### src/rtl/vm_pkg.sv
// Shared definitions for the vector machine: widths, instruction field
// positions, the fetch-unit state encoding and the decoded instruction layout.
package vm_pkg;

  localparam int WORD_W = 24;
  localparam int ADDR_W = 9;

  // Instruction field bit positions (bits [10:9] are reserved)
  localparam int OPC_HI = 23;
  localparam int OPC_LO = 20;
  localparam int RD_HI  = 19;
  localparam int RD_LO  = 17;
  localparam int RS1_HI = 16;
  localparam int RS1_LO = 14;
  localparam int RS2_HI = 13;
  localparam int RS2_LO = 11;
  localparam int ADR_HI = 8;
  localparam int ADR_LO = 0;

  localparam logic [3:0] OPC_HALT = 4'h0;

  typedef enum logic [2:0] {
    ST_IDLE  = 3'd0,
    ST_FETCH = 3'd1,
    ST_OPER  = 3'd2,
    ST_ISSUE = 3'd3,
    ST_HALT  = 3'd4
  } state_e;

  typedef struct packed {
    logic [3:0]        opcode;
    logic [2:0]        rd;
    logic [2:0]        rs1;
    logic [2:0]        rs2;
    logic [ADDR_W-1:0] addr;
  } instr_t;

endpackage

### src/rtl/vector_fetch_unit_if.sv
// Bus bundle between the fetch unit and its neighbours: memory address/data
// ports, control (start/redirect/halted) and the issue handshake to execute.
interface vector_fetch_unit_if;
  import vm_pkg::*;

  logic              start;
  logic [ADDR_W-1:0] start_pc;
  logic [ADDR_W-1:0] mem_addr1;
  logic [ADDR_W-1:0] mem_addr2;
  logic [WORD_W-1:0] mem_data1;
  logic [WORD_W-1:0] mem_data2;
  logic              out_valid;
  logic              out_ready;
  logic [3:0]        out_opcode;
  logic [2:0]        out_rd;
  logic [2:0]        out_rs1;
  logic [2:0]        out_rs2;
  logic [ADDR_W-1:0] out_addr;
  logic [WORD_W-1:0] out_operand;
  logic [ADDR_W-1:0] out_pc;
  logic              redirect_valid;
  logic [ADDR_W-1:0] redirect_pc;
  logic              halted;

  // Fetch unit side
  modport master (
    input  start, start_pc, mem_data1, mem_data2, out_ready,
           redirect_valid, redirect_pc,
    output mem_addr1, mem_addr2, out_valid, out_opcode, out_rd, out_rs1,
           out_rs2, out_addr, out_operand, out_pc, halted
  );

  // Environment side (memory, execute stage, controller)
  modport slave (
    output start, start_pc, mem_data1, mem_data2, out_ready,
           redirect_valid, redirect_pc,
    input  mem_addr1, mem_addr2, out_valid, out_opcode, out_rd, out_rs1,
           out_rs2, out_addr, out_operand, out_pc, halted
  );

endinterface

### src/rtl/vector_fetch_unit_decode.sv
// Combinational field split of a 24-bit instruction word. Also flags the
// all-zero word, which is the halt instruction.
module instr_decode
  import vm_pkg::*;
(
  input  logic [WORD_W-1:0] word_i,
  output instr_t            fields_o,
  output logic              is_halt_o
);

  // Split the word into its fields and detect the all-zero halt word
  always_comb begin
    fields_o.opcode = word_i[OPC_HI:OPC_LO];
    fields_o.rd     = word_i[RD_HI:RD_LO];
    fields_o.rs1    = word_i[RS1_HI:RS1_LO];
    fields_o.rs2    = word_i[RS2_HI:RS2_LO];
    fields_o.addr   = word_i[ADR_HI:ADR_LO];
    is_halt_o       = (word_i[OPC_HI:OPC_LO] == OPC_HALT) &&
                      (word_i[OPC_LO-1:0] == {(OPC_LO){1'b0}});
  end

endmodule

### src/rtl/vector_fetch_unit.sv
// Fetch/decode stage: walks the PC through instruction memory on port 1,
// fetches the addressed operand on port 2 and issues one decoded instruction
// at a time over valid/ready. Execute may redirect the PC; a zero word halts.
module vector_fetch_unit
  import vm_pkg::*;
(
  input  logic                clk,
  input  logic                rst,
  vector_fetch_unit_if.master bus
);

  state_e            state_q;
  logic [ADDR_W-1:0] pc_q;
  instr_t            instr_q;
  logic [WORD_W-1:0] operand_q;
  logic [ADDR_W-1:0] out_pc_q;
  logic              out_valid_q;
  logic              halted_q;
  logic [ADDR_W-1:0] mem_addr1_q;
  logic [ADDR_W-1:0] mem_addr2_q;

  instr_t            dec_fields_s;
  logic              dec_halt_s;
  logic [ADDR_W-1:0] pc_inc_s;

  // Decode straight off the instruction port so the halt test and the field
  // latch both happen in the FETCH cycle.
  instr_decode u_decode (
    .word_i    (bus.mem_data1),
    .fields_o  (dec_fields_s),
    .is_halt_o (dec_halt_s)
  );

  assign pc_inc_s = pc_q + {{(ADDR_W-1){1'b0}}, 1'b1};

  // Main FSM: state, PC, fetched instruction/operand and all registered outputs.
  // mem_addr1 is loaded with the target PC on every transition into FETCH so the
  // instruction port already points at pc during FETCH; mem_addr2 is loaded from
  // the fetched word on the way into OPER.
  always_ff @(posedge clk or posedge rst) begin
    if (rst) begin
      state_q     <= ST_IDLE;
      pc_q        <= {ADDR_W{1'b0}};
      instr_q     <= '0;
      operand_q   <= {WORD_W{1'b0}};
      out_pc_q    <= {ADDR_W{1'b0}};
      out_valid_q <= 1'b0;
      halted_q    <= 1'b0;
      mem_addr1_q <= {ADDR_W{1'b0}};
      mem_addr2_q <= {ADDR_W{1'b0}};
    end else if (bus.redirect_valid && (state_q != ST_IDLE)) begin
      // Redirect wins over everything; an un-accepted issue is simply dropped
      state_q     <= ST_FETCH;
      pc_q        <= bus.redirect_pc;
      mem_addr1_q <= bus.redirect_pc;
      out_valid_q <= 1'b0;
      halted_q    <= 1'b0;
    end else begin
      case (state_q)
        ST_IDLE: begin
          if (bus.start) begin
            state_q     <= ST_FETCH;
            pc_q        <= bus.start_pc;
            mem_addr1_q <= bus.start_pc;
          end else begin
            state_q <= ST_IDLE;
          end
        end
        ST_FETCH: begin
          if (dec_halt_s) begin
            state_q  <= ST_HALT;
            halted_q <= 1'b1;
          end else begin
            state_q     <= ST_OPER;
            instr_q     <= dec_fields_s;
            mem_addr2_q <= dec_fields_s.addr;
          end
        end
        ST_OPER: begin
          state_q     <= ST_ISSUE;
          operand_q   <= bus.mem_data2;
          out_pc_q    <= pc_q;
          pc_q        <= pc_inc_s;
          out_valid_q <= 1'b1;
        end
        ST_ISSUE: begin
          if (bus.out_ready) begin
            state_q     <= ST_FETCH;
            out_valid_q <= 1'b0;
            mem_addr1_q <= pc_q;
          end else begin
            state_q <= ST_ISSUE;
          end
        end
        ST_HALT: begin
          if (bus.start) begin
            state_q     <= ST_FETCH;
            pc_q        <= bus.start_pc;
            mem_addr1_q <= bus.start_pc;
            halted_q    <= 1'b0;
          end else begin
            state_q <= ST_HALT;
          end
        end
        default: begin
          state_q     <= ST_IDLE;
          out_valid_q <= 1'b0;
          halted_q    <= 1'b0;
        end
      endcase
    end
  end

  assign bus.mem_addr1   = mem_addr1_q;
  assign bus.mem_addr2   = mem_addr2_q;
  assign bus.out_valid   = out_valid_q;
  assign bus.out_opcode  = instr_q.opcode;
  assign bus.out_rd      = instr_q.rd;
  assign bus.out_rs1     = instr_q.rs1;
  assign bus.out_rs2     = instr_q.rs2;
  assign bus.out_addr    = instr_q.addr;
  assign bus.out_operand = operand_q;
  assign bus.out_pc      = out_pc_q;
  assign bus.halted      = halted_q;

endmodule

### src/flat_wrapper.sv
// flat-port wrapper written by rule: the top's interface ports become plain ports
module vector_fetch_unit_flat import vm_pkg::*;
  (clk, rst, bus_start, bus_start_pc, bus_mem_data1, bus_mem_data2, bus_out_ready, bus_redirect_valid, bus_redirect_pc, bus_mem_addr1, bus_mem_addr2, bus_out_valid, bus_out_opcode, bus_out_rd, bus_out_rs1, bus_out_rs2, bus_out_addr, bus_out_operand, bus_out_pc, bus_halted);
  vector_fetch_unit_if bus_i ();
  input  logic clk;
  input  logic rst;
  input wire logic [$bits(bus_i.start)-1:0] bus_start;
  input wire logic [$bits(bus_i.start_pc)-1:0] bus_start_pc;
  input wire logic [$bits(bus_i.mem_data1)-1:0] bus_mem_data1;
  input wire logic [$bits(bus_i.mem_data2)-1:0] bus_mem_data2;
  input wire logic [$bits(bus_i.out_ready)-1:0] bus_out_ready;
  input wire logic [$bits(bus_i.redirect_valid)-1:0] bus_redirect_valid;
  input wire logic [$bits(bus_i.redirect_pc)-1:0] bus_redirect_pc;
  output wire logic [$bits(bus_i.mem_addr1)-1:0] bus_mem_addr1;
  output wire logic [$bits(bus_i.mem_addr2)-1:0] bus_mem_addr2;
  output wire logic [$bits(bus_i.out_valid)-1:0] bus_out_valid;
  output wire logic [$bits(bus_i.out_opcode)-1:0] bus_out_opcode;
  output wire logic [$bits(bus_i.out_rd)-1:0] bus_out_rd;
  output wire logic [$bits(bus_i.out_rs1)-1:0] bus_out_rs1;
  output wire logic [$bits(bus_i.out_rs2)-1:0] bus_out_rs2;
  output wire logic [$bits(bus_i.out_addr)-1:0] bus_out_addr;
  output wire logic [$bits(bus_i.out_operand)-1:0] bus_out_operand;
  output wire logic [$bits(bus_i.out_pc)-1:0] bus_out_pc;
  output wire logic [$bits(bus_i.halted)-1:0] bus_halted;
  assign bus_i.start = bus_start;
  assign bus_i.start_pc = bus_start_pc;
  assign bus_i.mem_data1 = bus_mem_data1;
  assign bus_i.mem_data2 = bus_mem_data2;
  assign bus_i.out_ready = bus_out_ready;
  assign bus_i.redirect_valid = bus_redirect_valid;
  assign bus_i.redirect_pc = bus_redirect_pc;
  assign bus_mem_addr1 = bus_i.mem_addr1;
  assign bus_mem_addr2 = bus_i.mem_addr2;
  assign bus_out_valid = bus_i.out_valid;
  assign bus_out_opcode = bus_i.out_opcode;
  assign bus_out_rd = bus_i.out_rd;
  assign bus_out_rs1 = bus_i.out_rs1;
  assign bus_out_rs2 = bus_i.out_rs2;
  assign bus_out_addr = bus_i.out_addr;
  assign bus_out_operand = bus_i.out_operand;
  assign bus_out_pc = bus_i.out_pc;
  assign bus_halted = bus_i.halted;
  vector_fetch_unit u_core (.clk(clk), .rst(rst), .bus(bus_i));
endmodule
### config.mk
export PLATFORM = sky130hd
export DESIGN_NAME = vector_fetch_unit_flat
export DESIGN_NICKNAME = d
export VERILOG_FILES = /design/src/rtl/vm_pkg.sv /design/src/rtl/vector_fetch_unit_if.sv /design/src/rtl/vector_fetch_unit_decode.sv /design/src/rtl/vector_fetch_unit.sv /design/src/flat_wrapper.sv
export SDC_FILE = /design/constraint.sdc
export NUM_CORES = 1
export LEC_CHECK = 0
export ABC_AREA = 1
export CORE_MARGIN = 2
export CORE_UTILIZATION = 49
export CTS_BUF_LIST = sky130_fd_sc_hd__clkbuf_4 sky130_fd_sc_hd__clkbuf_8
export DETAILED_ROUTE_END_ITERATION = 10
export PLACE_DENSITY = 0.95
export SLEW_MARGIN = 0
export SYNTH_ARGS = -nofsm -noshare
export SYNTH_HDL_FRONTEND = slang
export SYNTH_SLANG_ARGS = --single-unit
### constraint.sdc
create_clock -name clk -period 5.7 [get_ports clk]
set_clock_uncertainty 0.2 [all_clocks]
set_input_delay 0.855 -clock clk [delete_from_list [all_inputs] [get_ports clk]]
set_output_delay 0.855 -clock clk [all_outputs]
set_load 0.01 [all_outputs]
==> results of run 1 <==
## cell usage after synthesis (all sizes together)
cell	number
ha	1
a21oi	10
nand4	4
buf	26
nor3	1
nand3	46
nand3b	2
clkbuf	2
nor2	41
xnor2	1
o21ai	31
nand2	219
inv	26
dfrtp	78
clkinv	1
## power by group
part           internal, mW  switching, mW  leakage [nW]
Combinational         0.709          0.796          1.58
Clock                 0.208          0.212         0.100
Sequential            0.814          0.171         0.967
## cell usage in the layout, fill, tap and decap left out, drive strengths merged
| master | Yosys | layout |
|---|---|---|
| nand4 | 4 | 4 |
| clkbuf | 2 | 9 |
| nor3 | 1 | 1 |
| xnor2 | 1 | 1 |
| clkinv | 1 | 4 |
| nand2 | 219 | 219 |
| buf | 26 | 1 |
| a21oi | 10 | 10 |
| clkinvlp | 0 | 1 |
| nor2 | 41 | 41 |
| bufinv | 0 | 1 |
| dfrtp | 78 | 78 |
| o21ai | 31 | 31 |
| nand3 | 46 | 46 |
| nand3b | 2 | 2 |
| inv | 26 | 28 |
| clkdlybuf4s50 | 0 | 145 |
| ha | 1 | 1 |
## critical path: cells and delay by family
family                 cells  cell delay, ps
AND/OR/NAND/NOR            8            1760
buffers and inverters      1             440
## final cells by class
class,count,area (µm²)
Sequential cell,78,1950
Clock buffer,9,124
Inverter,27,105
Fill cell,585,2240
Tap cell,102,128
Multi-Input combinational cell,356,1600
Timing Repair Buffer,146,1460
Clock inverter,7,81.3
## logic make-up after synthesis
group / Yosys count / synth area share (%)
flops: 78 / 50.2
compound gates: 41 / 6.25
xor+xnor: 1 / 0.225
buf+inv: 55 / 8.69
fa+ha+maj: 1 / 0.322
simple gates: 313 / 34.3
## through the flow
stage / util, % / std cells
floorplan: - / 489
global route: 70.8 / 725
finish: 70.8 / 725
CTS: 70.8 / 725
global placement: 68.2 / 709
detailed placement: 68.2 / 709
## flip-flops by register name, indices dropped and copies added (netlist names)
name	flops
u_core.bus.out_valid	1
u_core.bus.out_pc	9
u_core.bus.out_rs1	3
u_core.pc_q	9
u_core.bus.mem_addr1	9
u_core.bus.out_opcode	4
u_core.bus.out_operand	24
u_core.state_q	3
u_core.bus.halted	1
u_core.bus.out_rd	3
u_core.bus.mem_addr2	9
u_core.bus.out_rs2	3
## final timing paths
check                                            from                         end  slack (ps)
hold reg to reg            u_core.bus.out_operand[10]  u_core.bus.out_operand[10]         270
setup / recovery                    bus_mem_data1[12]           u_core.bus.halted        2680
setup reg to reg                    u_core.state_q[1]       u_core.bus.out_rs1[1]        3020
min in group asynchronous                         rst    u_core.bus.out_opcode[2]         870
max in group asynchronous                         rst       u_core.bus.out_rs2[0]        3500
hold / removal             u_core.bus.out_operand[10]  u_core.bus.out_operand[10]         270
## routing by layer
metal / vias to the layer above / GRT usage [%] / routed length [µm]
met4: 0 / 6.99 / 202
met2: 181 / 41.7 / 4990
met1: 1722 / 30.4 / 4240
met5: - / 0 / 0
met3: 20 / 4.92 / 718
li1: 1788 / - / -
==> results.json, run 1 <==
{
  "status": "finished clean",
  "die_y_um": 93.1,
  "p_total_mw": 2.91,
  "fp.dieW_um": 93.1,
  "vias": 3711,
  "crit_path_end_kind": "flip-flop",
  "synth_top_area_share_pct": 50.2,
  "placed_cell_area_um2": 5240,
  "grt_usage_pct": 24.0,
  "syn_area_um2": 3890,
  "ant_nets": 0,
  "hold_depth": 2,
  "drive_above_1_share_pct": 7.22,
  "diodes": 0,
  "critPathLaunchType": "input pin",
  "crit_path_cell_trace": "clkdlybuf4s50_1 > nor2_1 > nand2_1 > nor2_1 > nand3_1 > nand2_4 > nand2_1 > nand2_1 > nand2_1",
  "drc": 0,
  "period_share_pct": 53.0,
  "coreArea_um2": 7690,
  "grt_max_degree": 52,
  "critPathRequiredTime_ps": 5730,
  "area_growth_pct": 40.1,
  "drt_iter0_drc": 199,
  "fp-row-count": 32,
  "clk-insertion-delay-late_ps": 340,
  "dieArea_um2": 8660,
  "cts_setup_buffers": 0,
  "path_class": "input pin to flip-flop",
  "hold_viol": 0,
  "relSlewSlack_pct": 34.6,
  "portBuffers": 145,
  "fmax_ghz": 0.331,
  "hold_ws_ps": 270,
  "fin_crit_ps": 3020,
  "path_clk_slew_ps": 80,
  "drt_wl_total_um": 10200,
  "yosysSeqAreaShare_pct": 50.2,
  "slew_viol_final": 0,
  "drt-pass1-iter-count": 5,
  "ir_worst_vdd_v": 0.000434,
  "synth_warnings": 0,
  "viasPerCell": 5.12,
  "netlist.top_cell.by_area": "dfrtp_1",
  "ctsRootBufferMaster": "clkbuf_8",
  "nets": 690,
  "rsz0062_at_grt": "false",
  "slowest_stage": "nand3_1",
  "ff2ff_path_depth": 8,
  "postLayoutCellArea_um2": 5450,
  "fin_ws_ps": 2680,
  "synth.avg_cell_area_um2": 7.95,
  "boundaryPins": 146,
  "cp.arrival_ps": 3060,
  "ys_seq_elements": 78,
  "power_density_nw_per_um2": 534,
  "routabilityCongestion": 0.922,
  "synth.distinct_cells": 28,
  "antenna_found_initial": 0,
  "cts-resized-gates": 0,
  "leakage_nw": 2.65,
  "path_common_cell": "nand2_1",
  "yosys-top-cells-area": "dfrtp_1 50%, nand2_1 21%, nand3_1 5.7%",
  "syn_inst": 489,
  "htree_levels": 3,
  "grt-ovfl-total": 0,
  "start_util_pct": 50.6,
  "cts_buffers": 9,
  "cts_tree": "yes",
  "setup_viol": 0,
  "drv_cap": 0,
  "cts_hold_buffers": 0,
  "cts_sinks": 78,
  "grt_pass1_vias": 3481,
  "grt_first_pass_wirelength_um": 16500,
  "cpPeakStageDelay_ps": 650,
  "tightest_slew_ps": 979,
  "ctsLongestPathBuffers": 2,
  "dp_hpwl_um": 7540,
  "post_drt_wl_per_cell_um": 14.0,
  "syn_nets": 561,
  "hold_class": "flip-flop to flip-flop",
  "tns_ps": 0,
  "crit_fanout": 24,
  "post-place-ws_ps": 2370
}
Note: power is estimated with default switching activity, not from simulation.
==> inputs of run 2 (changes only) <==
--- a/config.mk
+++ b/config.mk
@@ -7,10 +7,10 @@
 export LEC_CHECK = 0
 export ABC_AREA = 1
 export CORE_MARGIN = 2
-export CORE_UTILIZATION = 49
+export CORE_UTILIZATION = 41
 export CTS_BUF_LIST = sky130_fd_sc_hd__clkbuf_4 sky130_fd_sc_hd__clkbuf_8
 export DETAILED_ROUTE_END_ITERATION = 10
-export PLACE_DENSITY = 0.95
+export PLACE_DENSITY = 0.87
 export SLEW_MARGIN = 0
 export SYNTH_ARGS = -nofsm -noshare
 export SYNTH_HDL_FRONTEND = slang
==> constraint.sdc (replaced) <==
create_clock -name clk -period 2.5 [get_ports clk]
set_clock_uncertainty 0.2 [all_clocks]
set_input_delay 0.375 -clock clk [delete_from_list [all_inputs] [get_ports clk]]
set_output_delay 0.375 -clock clk [all_outputs]
set_load 0.01 [all_outputs]
==> run 2 against run 1 <==
Sequential power rose by 130%. Global-route usage fell by 3.2 points. Worst setup slack got worse by 2200 ps. Sequential share of layout area shrank 0.88 points. Highest routed layer unchanged.
==> results.json, run 2 (synthesis results as in run 1) <==
{
  "viasPerCell": 4.76,
  "path_clk_slew_ps": 80,
  "relSlewSlack_pct": 60.2,
  "hold_class": "input pin to async pin",
  "cts_sinks": 78,
  "coreArea_um2": 9240,
  "drt_iter0_drc": 177,
  "drc": 0,
  "final_common_cell": "nand2_1",
  "post_drt_wl_per_cell_um": 13.5,
  "area_growth_pct": 43.7,
  "fin_crit_ps": 2040,
  "dieArea_um2": 10300,
  "placed_cell_area_um2": 5370,
  "ctsLongestPathBuffers": 2,
  "setup_viol": 0,
  "ir_worst_vdd_v": 0.000593,
  "postLayoutCoreUtil_pct": 60.4,
  "grt_usage_pct": 20.8,
  "path_class": "flip-flop to flip-flop",
  "drive_above_1_share_pct": 8.11,
  "cp.arrival_ps": 2120,
  "fmax_ghz": 0.491,
  "vias": 3610,
  "cts_hold_buffers": 0,
  "start_util_pct": 42.1,
  "period_share_pct": 81.5,
  "p_total_mw": 6.75,
  "power_density_nw_per_um2": 1210,
  "ff2ff_path_depth": 8,
  "cts_buffers": 9,
  "routabilityCongestion": 0.862,
  "ctsRootBufferMaster": "clkbuf_8",
  "htree_levels": 3,
  "portBuffers": 145,
  "slew_viol_final": 0,
  "drt_wl_total_um": 10200,
  "critPathRequiredTime_ps": 2580,
  "cts-resized-gates": 0,
  "grt-ovfl-total": 0,
  "drv_cap": 0,
  "hold_viol": 0,
  "antenna_found_initial": 0,
  "cts_setup_buffers": 0,
  "die_y_um": 101,
  "grt_first_pass_wirelength_um": 16900,
  "final_cell_mix": "214 x nand2_1, 145 x clkdlybuf4s50_1, 78 x dfrtp_1, 44 x nand3_1, 35 x nor2_1",
  "critPathLaunchType": "flip-flop",
  "status": "finished clean",
  "nets": 697,
  "dp_hpwl_um": 7730,
  "rsz0062_at_grt": "false",
  "postLayoutCellArea_um2": 5580,
  "clk-insertion-delay-late_ps": 340,
  "largest_reg_flops": 24,
  "cts_tree": "yes",
  "tightest_slew_ps": 595,
  "fp-row-count": 35,
  "ant_nets": 0,
  "crit_path_end_kind": "flip-flop",
  "crit_fanout": 24,
  "tns_ps": 0,
  "diodes": 0,
  "leakage_nw": 2.69,
  "boundaryPins": 146,
  "grt_max_degree": 41,
  "fp.dieW_um": 101,
  "grt_pass1_vias": 3570,
  "drt-pass1-iter-count": 4
}
-- run 2: changes by cell type in the layout (fill, tap and decap cells not counted), moves of 2 or more --
| cell | change |
|---|---|
| buf_4 | +4 |
| buf_12 | +3 |
| clkinv_4 | -3 |
| clkinvlp_4 | +2 |
-- run 2: final timing paths --
kind                                      start                    endpoint  slack [ps]
min                                         rst  u_core.bus.out_operand[22]         240
max reg2reg                   u_core.state_q[1]     u_core.bus.mem_addr1[5]         460
max in group asynchronous                   rst        u_core.bus.out_pc[3]        1320
max                           u_core.state_q[1]     u_core.bus.mem_addr1[5]         460
min in group clk           u_core.bus.out_pc[5]        u_core.bus.out_pc[5]         270
min reg2reg                u_core.bus.out_pc[5]        u_core.bus.out_pc[5]         270
-- run 2: layout make-up --
type	instances	area (µm²)
multi-input combinational	356	1600
inverter	27	109
tap	129	161
clock buffer	10	131
clock inverter	5	83.8
timing repair buffer	153	1550
sequential	78	1950
fill	848	3660
-- run 2: layer usage --
layer / vias to the layer above / GRT usage, % / wire length (µm)
met4: 0 / 7.48 / 157
met2: 126 / 34.5 / 4950
met3: 15 / 3.80 / 651
li1: 1803 / - / -
met1: 1666 / 27.5 / 4450
met5: - / 0 / 0
-- run 2: worst max-delay path, cell delays in order (launching register included) --
cell and delay [ps]:
dfrtp_1 450, nor2_4 330, nand2_1 110, nand2_2 140
buf_4 280, o21ai_4 150, nand2_2 170, nand2_1 80
nand2_1 70
-- run 2: stage by stage --
step                      hold WS (ps)  worst slack, ps  cells
after global placement             254              447    743
after global routing               272              315    758
final                              236              464    758
after detailed placement           259              388    743
after floorplan                    280              952    489
after CTS                          250              472    758
-- run 2: power by group --
group          switching [mW]  internal, mW  total [mW]  leakage, nW
sequential              0.404          1.86        2.26        0.967
clock                   0.469         0.572        1.04        0.102
combinational            1.79          1.66        3.45         1.62
==> inputs of run 3 (changes only) <==
--- a/config.mk
+++ b/config.mk
@@ -7,10 +7,10 @@
 export LEC_CHECK = 0
 export ABC_AREA = 1
 export CORE_MARGIN = 2
-export CORE_UTILIZATION = 41
+export CORE_UTILIZATION = 46
 export CTS_BUF_LIST = sky130_fd_sc_hd__clkbuf_4 sky130_fd_sc_hd__clkbuf_8
 export DETAILED_ROUTE_END_ITERATION = 10
-export PLACE_DENSITY = 0.87
+export PLACE_DENSITY = 0.92
 export SLEW_MARGIN = 0
 export SYNTH_ARGS = -nofsm -noshare
 export SYNTH_HDL_FRONTEND = slang
==> constraint.sdc (replaced) <==
create_clock -name clk -period 1.9 [get_ports clk]
set_clock_uncertainty 0.2 [all_clocks]
set_input_delay 0.285 -clock clk [delete_from_list [all_inputs] [get_ports clk]]
set_output_delay 0.285 -clock clk [all_outputs]
set_load 0.01 [all_outputs]
==> run 3 against run 2 <==
Sequential power grew 31%. Clock-buffer cell count did not move. Critical path type unchanged. Global-route usage grew 2.7 points. Largest cell class unchanged. Non-clock buffer count increased by 11.
==> results.json, run 3 (synthesis results as in run 1) <==
{
  "ff2ff_path_depth": 9,
  "final_common_cell": "nand2_1",
  "start_util_pct": 47.3,
  "status": "finished clean",
  "fillers": 616,
  "final_cell_mix": "214 x nand2_1, 145 x clkdlybuf4s50_1, 77 x dfrtp_1, 44 x nand3_1, 35 x nor2_1",
  "crit_cells": 9,
  "clk-insertion-delay-late_ps": 340,
  "fmax_ghz": 0.549,
  "critPathBufInv": 3,
  "antenna_found_initial": 0,
  "dieArea_um2": 9200,
  "largest_reg_flops": 24,
  "slowest_stage": "dfrtp_1",
  "grt_pass1_vias": 3605,
  "tns_ps": 0,
  "vias": 3716,
  "hold_viol": 0,
  "grt_usage_pct": 23.6,
  "coreArea_um2": 8220,
  "fp.dieW_um": 95.9,
  "drt_iter0_drc": 193,
  "ir_worst_vdd_v": 0.000772,
  "nets": 708,
  "crit_path_cell_trace": "nor2_4 > buf_12 > inv_4 > nor2_8 > nand2_1 > nand2_2 > inv_2 > nor2_1 > nor2_1",
  "p_total_mw": 9.12,
  "fin_crit_ps": 1820,
  "cts_hold_buffers": 0,
  "portBuffers": 145,
  "area_growth_pct": 46.3,
  "hold_class": "input pin to async pin",
  "rsz0062_at_grt": "false",
  "post-place-ws_ps": -131,
  "tightest_slew_ps": 405,
  "grt-ovfl-total": 0,
  "ant_nets": 0,
  "relSlewSlack_pct": 73.0,
  "ctsRootBufferMaster": "clkbuf_8",
  "cpPeakStageDelay_ps": 440,
  "path_class": "flip-flop to flip-flop",
  "fp-row-count": 33,
  "critPathLaunchType": "flip-flop",
  "path_common_cell": "nor2_1",
  "cp.arrival_ps": 1850,
  "grt_first_pass_wirelength_um": 16600,
  "diodes": 0,
  "drv_cap": 0,
  "cts_buffers": 9,
  "cts_tree": "yes",
  "drc": 0,
  "fin_ws_ps": 78.3,
  "viasPerCell": 4.99,
  "drt_wl_total_um": 10400,
  "post_drt_wl_per_cell_um": 13.9,
  "htree_levels": 3,
  "drive_above_1_share_pct": 9.84,
  "cts_sinks": 78,
  "dp_hpwl_um": 7840,
  "boundaryPins": 146,
  "routabilityCongestion": 0.901,
  "crit_path_end_kind": "flip-flop",
  "die_y_um": 95.9,
  "grt_max_degree": 79,
  "path_clk_slew_ps": 80,
  "crit_fanout": 19,
  "slew_viol_final": 0,
  "drt-pass1-iter-count": 5,
  "ctsLongestPathBuffers": 2,
  "power_density_nw_per_um2": 1600,
  "period_share_pct": 95.9,
  "critPathRequiredTime_ps": 1930,
  "critPathTopFamily": "simple AND/OR/NAND/NOR gates",
  "leakage_nw": 2.77,
  "setup_viol": 0
}
-- run 3: where the power goes --
group	switching [mW]	internal, mW	leakage (nW)	total, mW
clock	0.589	0.773	0.113	1.36
combinational	2.42	2.37	1.69	4.78
sequential	0.523	2.45	0.966	2.97
total	3.53	5.58	2.77	9.12
-- run 3: worst paths after layout --
| check | endpoint | start | slack (ps) |
|---|---|---|---|
| hold reg to reg | u_core.bus.out_operand[1] | u_core.bus.out_operand[1] | 270 |
| setup reg to reg | u_core.pc_q[4] | u_core.state_q[1] | 80 |
| min in group clk | u_core.bus.out_operand[1] | u_core.bus.out_operand[1] | 270 |
| hold / removal | u_core.bus.out_rd[0] | rst | 190 |
| max in group asynchronous | u_core.state_q[0] | rst | 980 |
| setup / recovery | u_core.pc_q[4] | u_core.state_q[1] | 80 |
-- run 3: cell type report --
type	count	area, µm²	area share, %
Multi-Input combinational cell	356	1600	28.2
Timing Repair Buffer	164	1670	29.4
Clock buffer	10	138	2.42
Tap cell	105	131	2.31
Clock inverter	5	82.6	1.45
Sequential cell	78	1950	34.3
Inverter	27	111	1.96
-- run 3: metrics by stage --
stage	cell area (µm²)	hold WS (ps)	instances	utilization, %
5_1_grt	5690	227	745	69.2
2_1_floorplan	3890	202	489	-
6_report	5690	187	745	69.2
3_3_place_gp	5460	255	730	66.4
3_5_place_dp	5460	257	730	66.4
4_1_cts	5680	208	745	69.1
-- run 3: worst reg2reg max path, cell delays in order, from the launching register on --
cell and delay, ps:
dfrtp_1 440, nor2_4 190, buf_12 170, inv_4 90
nor2_8 120, nand2_1 80, nand2_2 90, inv_2 100
nor2_1 160, nor2_1 80
-- run 3: metal layers --
layer | part of all wire (%) | global-route usage (%)
met1 | 42 | 28.2
met2 | 49 | 40.4
met3 | 6.1 | 4.70
met4 | 3.6 | 11.7
met5 | 0 | 0
-- run 3: timing repair --
item	4_1_cts	5_1_grt
endpoints found under the setup margin	0	9
buffers inserted	0	0
resized for setup	0	4
